--- config.mk ---
export PLATFORM = sky130hd
export DESIGN_NAME = req_packer
export DESIGN_NICKNAME = d
export VERILOG_FILES = /design/src/rtl/dram_cache_pkg.sv /design/src/rtl/req_packer.sv
export SDC_FILE = /design/constraint.sdc
export NUM_CORES = 1
export LEC_CHECK = 0
export ABC_AREA = 0
export CAP_MARGIN = 20
export CORE_AREA = 2 2 95 97
export CTS_CLUSTER_DIAMETER = 80
export DETAILED_ROUTE_END_ITERATION = 8
export DIE_AREA = 0 0 97 99
export PLACE_DENSITY = 0.73
export SYNTH_ARGS = -nofsm -noshare
export SYNTH_HDL_FRONTEND = slang
export SYNTH_SLANG_ARGS = --single-unit
--- constraint.sdc ---
create_clock -name clk -period 3.2 [get_ports clk]
set_input_delay 0.96 -clock clk [delete_from_list [all_inputs] [get_ports clk]]
set_output_delay 0.96 -clock clk [all_outputs]
set_load 0.05 [all_outputs]
--- src/rtl/dram_cache_pkg.sv ---
// Shared request definitions for the DRAM cache front end:
// opcodes, packet framing constant and the assembled request record.
package dram_cache_pkg;

   typedef enum logic [1:0] {
      OP_READ    = 2'd0,
      OP_WRITE   = 2'd1,
      OP_FLUSH   = 2'd2,
      OP_ILLEGAL = 2'd3
   } op_e;

   localparam int PKT_BYTES = 4;

   typedef struct packed {
      op_e         op;
      logic [5:0]  tag;
      logic [23:0] addr;
   } req_t;

endpackage

--- src/rtl/req_packer.sv ---
// Assembles 4-byte request packets from an upstream byte FIFO and presents
// them to the cache controller with a valid/ready handshake.
module req_packer
   import dram_cache_pkg::*;
#(
   parameter int CNT_W = 16
) (
   input  logic             clk,
   input  logic             rst_n,
   input  logic             fifo_empty,
   output logic             fifo_read_en,
   input  logic [7:0]       fifo_read_data,
   output logic             pkt_valid,
   input  logic             pkt_ready,
   output logic [1:0]       pkt_op,
   output logic [5:0]       pkt_tag,
   output logic [23:0]      pkt_addr,
   output logic             err_illegal,
   output logic [CNT_W-1:0] pkt_cnt
);

   typedef enum logic {
      COLLECT = 1'b0,
      OUT     = 1'b1
   } state_e;

   // The last byte is consumed straight from the FIFO, so only the first three are stored.
   localparam int SLOTS = PKT_BYTES - 1;

   state_e           state_reg, state_next;
   logic [2:0]       issued_reg, issued_next;
   logic [2:0]       received_reg, received_next;
   logic             rd_pend_reg;
   logic             err_reg, err_next;
   req_t             req_reg, req_next;
   logic [CNT_W-1:0] cnt_reg, cnt_next;
   logic [7:0]       slot_reg [SLOTS];
   logic [SLOTS-1:0] slot_we;
   logic             read_en;
   logic             last_byte;
   op_e              cap_op;

   genvar gi;
   generate
      for (gi = 0; gi < SLOTS; gi++) begin : g_slot_we
         assign slot_we[gi] = rd_pend_reg && (received_reg == 3'(gi));
      end
   endgenerate

   assign last_byte = rd_pend_reg && (received_reg == 3'(SLOTS));
   assign cap_op    = op_e'(slot_reg[0][7:6]);

   always_comb begin
      state_next    = state_reg;
      issued_next   = issued_reg;
      received_next = received_reg;
      err_next      = 1'b0;
      req_next      = req_reg;
      cnt_next      = cnt_reg;
      read_en       = 1'b0;
      case (state_reg)
         COLLECT: begin
            read_en = !fifo_empty && (issued_reg < 3'(PKT_BYTES));
            if (read_en) begin
               issued_next = issued_reg + 3'd1;
            end
            if (rd_pend_reg) begin
               received_next = received_reg + 3'd1;
            end
            if (last_byte) begin
               if (cap_op == OP_ILLEGAL) begin
                  err_next      = 1'b1;
                  issued_next   = '0;
                  received_next = '0;
               end else begin
                  state_next    = OUT;
                  req_next.op   = cap_op;
                  req_next.tag  = slot_reg[0][5:0];
                  req_next.addr = {slot_reg[1], slot_reg[2], fifo_read_data};
               end
            end
         end
         OUT: begin
            if (pkt_ready) begin
               if (cnt_reg != {CNT_W{1'b1}}) begin
                  cnt_next = cnt_reg + 1'b1;
               end
               issued_next   = '0;
               received_next = '0;
               state_next    = COLLECT;
            end
         end
         default: state_next = COLLECT;
      endcase
   end

   always_ff @(posedge clk or negedge rst_n) begin
      if (!rst_n) begin
         state_reg    <= COLLECT;
         issued_reg   <= '0;
         received_reg <= '0;
         rd_pend_reg  <= 1'b0;
         err_reg      <= 1'b0;
         req_reg      <= '0;
         cnt_reg      <= '0;
         for (int i = 0; i < SLOTS; i++) begin
            slot_reg[i] <= '0;
         end
      end else begin
         state_reg    <= state_next;
         issued_reg   <= issued_next;
         received_reg <= received_next;
         rd_pend_reg  <= fifo_read_en;
         err_reg      <= err_next;
         req_reg      <= req_next;
         cnt_reg      <= cnt_next;
         for (int i = 0; i < SLOTS; i++) begin
            if (slot_we[i]) begin
               slot_reg[i] <= fifo_read_data;
            end
         end
      end
   end

   // Gated by rst_n so the pop request drops immediately when reset asserts.
   assign fifo_read_en = read_en && rst_n;
   assign pkt_valid    = (state_reg == OUT);
   assign pkt_op       = req_reg.op;
   assign pkt_tag      = req_reg.tag;
   assign pkt_addr     = req_reg.addr;
   assign err_illegal  = err_reg;
   assign pkt_cnt      = cnt_reg;

endmodule

* Yosys cells after proc, flatten, opt, wreduce, memory -nomap -nowiden
Cells that the tools add are included. Widths: inputs -> output; s select.
Operators by class: multiplexer cells 17, $lt $le $gt $ge 1, add/subtract/negate cells 3, bitwise logic cells 2, equal/unequal tests 6, reductions and logical operators 10
Operators with widths (number):
- $mux 3 | 7
- $add 16x1->16 const B | 1
- $ne 16x16->1 const B | 1
- $pmux 3 s2 | 2
- $mux 1 | 7
- $add 3x1->3 const B | 2
- $eq 3x2->1 const B | 2
- $logic_and 1x1->1 | 6
- $reduce_and 3->1 | 2
- $eq 3x1->1 const B | 1
- $logic_not 3->1 | 1
- $lt 3x3->1 const B | 1
- $eq 2x2->1 const B | 1
- $ne 2x2->1 const B | 1
- $not 1->1 | 2
- $pmux 1 s2 | 1
- $logic_not 1->1 | 1
Storage, ports and cells: input bits 12, flip-flop bits (word level) 81, logic and storage cells 51

* Longest topological paths before layout
Gate-level depths: netlist of the first run.
depth after elaboration 6, gate-level depth with buffers 7, mapped depth without buffers 6

* Worst setup path before layout of the first run
No wires, ideal clock.
kind input to output, start point input fifo_empty, end point output fifo_read_en, required time 2.240 ns, arrival time 2.654 ns, setup slack -0.414 ns, stages 1, cells stage by stage nor4b_1
On the way: longest elaborated chain between the ends 4
RTL lines:
- start, declared | RTL line req_packer.sv:10 | input logic fifo_empty,
- $logic_not 1->1 | RTL line req_packer.sv:63 | read_en = !fifo_empty && (issued_reg < 3'(PKT_BYTES));
- $logic_and 1x1->1 | RTL line req_packer.sv:63
- $mux 1 | RTL line req_packer.sv:61 | case (state_reg)
- $logic_and 1x1->1 | RTL line req_packer.sv:126 | assign fifo_read_en = read_en && rst_n;
- end, declared | RTL line req_packer.sv:11 | output logic fifo_read_en,
No other way between the ends.

* Worst setup path after layout of the first run
Ends and elaborated chain as after synthesis.

==> flow_metrics.tcl, run 1 <==
set metrics [dict create \
    cts_setup_buffers 0 \
    avgRoutedWirePerCell_um 15.2 \
    antenna_found_initial 0 \
    powerDensity_nw_per_um2 881 \
    drc 0 \
    yosys-top-cells-area "dfrtp_1, mux2_2, ha_1" \
    status "finished, final reports clean" \
    drive_above_1_share_pct 28.0 \
    ys_ff_latch 81 \
    grt_pass1_wl_um 10700 \
    overflow 0 \
    seq_area_frac_synth_pct 60.8 \
    hold_class "reg2reg" \
    gp_congestion 0.784 \
    relSlewSlack_pct 47.4 \
    leakagePower_nw 1.94 \
    cp_cell_sequence "clkdlybuf4s50_1 -> nor4b_2 -> buf_12" \
    hold_viol_final 0 \
    die_w_um 97 \
    detail-route-antenna-nets 0 \
    portBuffers 62 \
    die_h_um 99 \
    ios 63 \
    dp_hpwl_um 4390 \
    avgSynthCellArea_um2 14.3 \
    path_clk_slew_ps 90 \
    mostFrequentLayoutCell "dfrtp_1" \
    cp_slowest_cell "clkdlybuf4s50_1" \
    largest_reg_flops 24 \
    fmax_mhz 335 \
    finalClockSkew_ps 9.48 \
    numCtsBuffers 9 \
    multi_input_comb_area_um2 1280 \
    setup_viol 0 \
    drt_iter0_drc 36 \
    dpl.cell_count 403 \
    drt_first_pass_iters 4 \
    clock_latency_ps 350 \
    cts.sinks 81 \
    synth_cell_types 34 \
    period_share_pct 93.2 \
    synth_top_cell_by_area "dfrtp_1" \
    rsz0062_at_grt "false" \
    syn-num-nets 252 \
    seq_area_um2 2030 \
    cp_slowest_stage_delay_ps 450 \
    criticalPathCategory "in2out" \
    slew_violations 0 \
    min_period_ps 2980 \
    critPathRequiredTime_ps 2240 \
    antenna_cells 0 \
    clk_path_buf_depth 2 \
    grt_max_degree 63 \
    cts_max_level 3 \
    syn_inst 233 \
    grt.total_usage_pct 14.1 \
    syn_area_um2 3340 \
    cts_tree "built" \
    routed_wl_um 6370 \
    initial_utilization_pct 39.0 \
    drv_cap 0 \
    core-area_um2 8550 \
    fp.dieArea_um2 9600 \
    cts_resized 0 \
    tightest_slew_ps 789 \
    synthToLayoutAreaGrowth_pct 29.4 \
    critPathMaxFanout 3 \
    core.rowCount 34 \
    n_fill_cell 771 \
    cts_root_buffer "clkbuf_8" \
    yosysWarnings 0 \
    synth.top_cell.area_share_pct 60.8 \
    final_cell_mix "dfrtp_1, clkdlybuf4s50_1, mux2_2, nand2_1, clkbuf_8" \
    vias 2103 \
    ir_worst_vdd_v 0.000298 \
    grt_pass1_vias 2178 \
    arrival_ps 2020 \
    cts_hold_buf 0 \
    tns_ps 0 \
    worst_setup_path_start_kind "input pin" \
    setup.worst_path.end_class "output pin" \
    fin_cells 419 \
    vias_per_cell 5.02 \
    nets 325 \
]
-- through the flow --
step / utilization, % / total power [mW] / setup WS (ps) / cell area (um^2) / hold slack [ps]
after global routing: 50.5 / 4.01 / 165 / 4320 / 517
final: 50.5 / 3.80 / 219 / 4320 / 499
after floorplan: - / 2.61 / 280 / 3340 / 463
after global placement: 48.2 / 3.09 / 235 / 4130 / 479
after detailed placement: 48.2 / 3.14 / 220 / 4130 / 492
after CTS: 50.5 / 3.85 / 207 / 4320 / 504
-- cell type report --
| cell class | count | area share, % |
|---|---|---|
| flip-flops and latches | 81 | 47.0 |
| multi-input cells | 144 | 29.7 |
| repair buffers | 65 | 15.4 |
| clock buffers | 10 | 3.19 |
| well taps | 108 | 3.13 |
| clock inverters | 6 | 1.22 |
| inverters | 5 | 0.435 |
-- final timing paths --
check                           startpoint           end  slack, ps  cells past startpoint
min in group asynchronous            rst_n  slot_reg[12]        600                      2
min reg2reg                    slot_reg[5]  pkt_addr[13]        500                      1
min                            slot_reg[5]  pkt_addr[13]        500                      1
max reg2reg                received_reg[0]   pkt_addr[1]       1000                      7
max                             fifo_empty  fifo_read_en        220                      3
max in group asynchronous            rst_n     pkt_op[1]       1530                      3
-- metal layers --
metal	track usage (%)	wire [um]
met3	5.46	385
met5	0	0
met2	21.8	2930
met4	3.25	33
met1	18.8	3020
-- synth_stat cells, drive strengths merged --
| master | n |
|---|---|
| dfrtp | 81 |
| mux2 | 57 |
| nand2 | 16 |
| xor2 | 9 |
| ha | 7 |
| nand3 | 6 |
| nand4 | 6 |
| inv | 5 |
| nor3 | 5 |
| nor4 | 5 |
| o21ai | 5 |
| nor2 | 4 |
| xnor2 | 4 |
| buf | 3 |
| a31oi | 2 |
| a32o | 2 |
| a41oi | 2 |
| nor2b | 2 |
| nor3b | 2 |
| nor4b | 2 |
| a21oi | 1 |
| a41o | 1 |
| and3 | 1 |
| o21a | 1 |
| o21bai | 1 |
| or2 | 1 |
| or2b | 1 |
| or3 | 1 |
-- where the power goes --
group	switching [mW]	total [mW]	internal [mW]	leakage, nW
combinational	0.877	1.48	0.604	0.825
clock	0.387	0.699	0.312	0.0906
sequential	0.233	1.62	1.39	1.03
-- cell families (layout without fill, tap and decap cells) --
family	count (synthesis)	count (layout)	share of synthesized area (%)
AOI/OAI and AO/OA	15	15	3.15
muxes	57	57	19.4
xor gates and xnor gates	13	13	3.41
and+or+nand+nor	52	52	9.68
buffers and inverters	8	86	1.01
DFF	81	81	60.8
adders and majority gates	7	7	2.63
-- critical path: cells and delay by family --
family                 cells  cell delay [ps]
buffers and inverters      2              640
AND/OR/NAND/NOR            1              420
Power figures use the tool's default switching activity.
==> run 2, diff against run 1 <==
--- a/config.mk
+++ b/config.mk
@@ -7,11 +7,13 @@
 export LEC_CHECK = 0
 export ABC_AREA = 0
 export CAP_MARGIN = 20
+export CELL_PAD_IN_SITES_DETAIL_PLACEMENT = 1
+export CELL_PAD_IN_SITES_GLOBAL_PLACEMENT = 1
 export CORE_AREA = 2 2 95 97
 export CTS_CLUSTER_DIAMETER = 80
 export DETAILED_ROUTE_END_ITERATION = 8
 export DIE_AREA = 0 0 97 99
-export PLACE_DENSITY = 0.73
+export PLACE_DENSITY = 0.83
 export SYNTH_ARGS = -nofsm -noshare
 export SYNTH_HDL_FRONTEND = slang
 export SYNTH_SLANG_ARGS = --single-unit
==> run 2 against run 1 <==
Compared with the run above: first-iteration DRC count shrank 53%; via count grew 2.6%; register-to-register slack gained 270 ps; clock power grew 21%; largest power group unchanged; die area is the same; clock skew grew 1.6 ps; utilization grew 0.59 points; total power grew 4.5%; critical endpoint unchanged; flip-flop and latch count is the same.
==> flow_metrics.tcl, run 2 (same netlist as run 1, synthesis figures left out) <==
set metrics [dict create \
    status "finished, final reports clean" \
    tightest_slew_ps 579 \
    nets 326 \
    cts_root_buffer "clkbuf_8" \
    largest_reg_flops 24 \
    switchingPower_mw 1.53 \
    seq_power_share_pct 40.8 \
    dpl.cell_count 403 \
    mostFrequentLayoutCell "dfrtp_1" \
    hold_class "reg2reg" \
    clkPwrFrac_pct 21.4 \
    drt_first_pass_iters 4 \
    cts_max_level 3 \
    grt.total_usage_pct 15.1 \
    setup_ws_ps 215 \
    drt_iter0_drc 17 \
    fmax_mhz 335 \
    p_total_mw 3.97 \
    internal-power_mw 2.45 \
    slew_violations 0 \
    ios 63 \
    antenna_cells 0 \
    synthToLayoutAreaGrowth_pct 30.9 \
    tns_ps 0 \
    drv_cap 0 \
    cts_setup_buffers 0 \
    fin_util_pct 51.1 \
    die_w_um 97 \
    critPathMaxFanout 3 \
    avgRoutedWirePerCell_um 16.6 \
    detail-route-antenna-nets 0 \
    clk_path_buf_depth 2 \
    fp.dieArea_um2 9600 \
    overflow 0 \
    clock_latency_ps 350 \
    rsz0062_at_grt "false" \
    cts_tree "built" \
    place_area_um2 4110 \
    path_clk_slew_ps 90 \
    min_period_ps 2990 \
    core.rowCount 34 \
    final_cell_mix "dfrtp_1, clkdlybuf4s50_1, mux2_2, nand2_1" \
    cp_cell_sequence "clkdlybuf4s50_1 -> nor4b_2 -> buf_12" \
    drive_above_1_share_pct 28.2 \
    cts_resized 0 \
    cp_slowest_stage_delay_ps 450 \
    dp_hpwl_um 4710 \
    period_share_pct 93.3 \
    routed_wl_um 6960 \
    cts.sinks 81 \
    core-area_um2 8550 \
    grt_pass1_vias 2320 \
    holdWs_ps 506 \
    arrival_ps 2030 \
    setup_viol 0 \
    setup.worst_path.end_class "output pin" \
    drc 0 \
    grt_pass1_wl_um 11500 \
    initial_utilization_pct 39.0 \
    dpl_worst_slack_ps 204 \
    ir_worst_vdd_v 0.000361 \
    relSlewSlack_pct 61.1 \
    powerDensity_nw_per_um2 910 \
    switching_share_pct 38.5 \
    cp_slowest_cell "clkdlybuf4s50_1" \
    portBuffers 62 \
    finalClockSkew_ps 11.0 \
    cts_hold_buf 0 \
    leakagePower_nw 1.97 \
    gp_congestion 0.759 \
    die_h_um 99 \
    fin_area_um2 4370 \
    worst_setup_path_start_kind "input pin" \
    numCtsBuffers 9 \
    vias 2158 \
    pwr-share-comb_pct 37.8 \
    vias_per_cell 5.14 \
    fin_cells 420 \
    antenna_found_initial 0 \
    critPathRequiredTime_ps 2240 \
    grt_max_degree 82 \
    hold_viol_final 0 \
    criticalPathCategory "in2out" \
]
[run 2: final timing paths]
check,from,endpoint,slack (ps),cells past startpoint
max in group asynchronous,rst_n,cap_op[1],2080,3
worst max register to register,pkt_cnt[0],pkt_cnt[1],1270,5
worst max-delay path,fifo_empty,fifo_read_en,210,3
worst min register to register,slot_reg[2],slot_reg[2],510,1
min in group asynchronous,rst_n,issued_reg[2],530,2
worst min-delay path,slot_reg[2],slot_reg[2],510,1
[run 2: power groups by stage]
stage	clock network, mW	logic, mW	registers (mW)
finish	0.849	1.50	1.62
global route	0.919	1.58	1.68
CTS	0.876	1.52	1.63
detailed placement	0	1.52	1.64
global placement	0	1.47	1.62
floorplan	0	0.404	2.20
[run 2: cell type report]
class	instances	area, um^2
Inverter	5	18.8
Clock inverter	7	101
Multi-Input combinational cell	144	1280
Tap cell	108	135
Timing Repair Buffer	66	678
Clock buffer	9	124
Sequential cell	81	2030
Fill cell	874	4190
[run 2: metal layers]
| metal | share of wire (%) | routed length, um | GRT usage (%) | up-vias |
|---|---|---|---|---|
| li1 | - | - | - | 982 |
| met1 | 43 | 3000 | 19.1 | 1123 |
| met2 | 52 | 3600 | 25.3 | 45 |
| met3 | 3.7 | 260 | 3.62 | 8 |
| met4 | 1.3 | 93 | 5.85 | 0 |
| met5 | 0 | 0 | 0 | - |
[run 2: critical path: cells and delay by family]
| family | cells | cell delay (ps) |
|---|---|---|
| AND/OR/NAND/NOR | 1 | 420 |
| buffers and inverters | 2 | 640 |
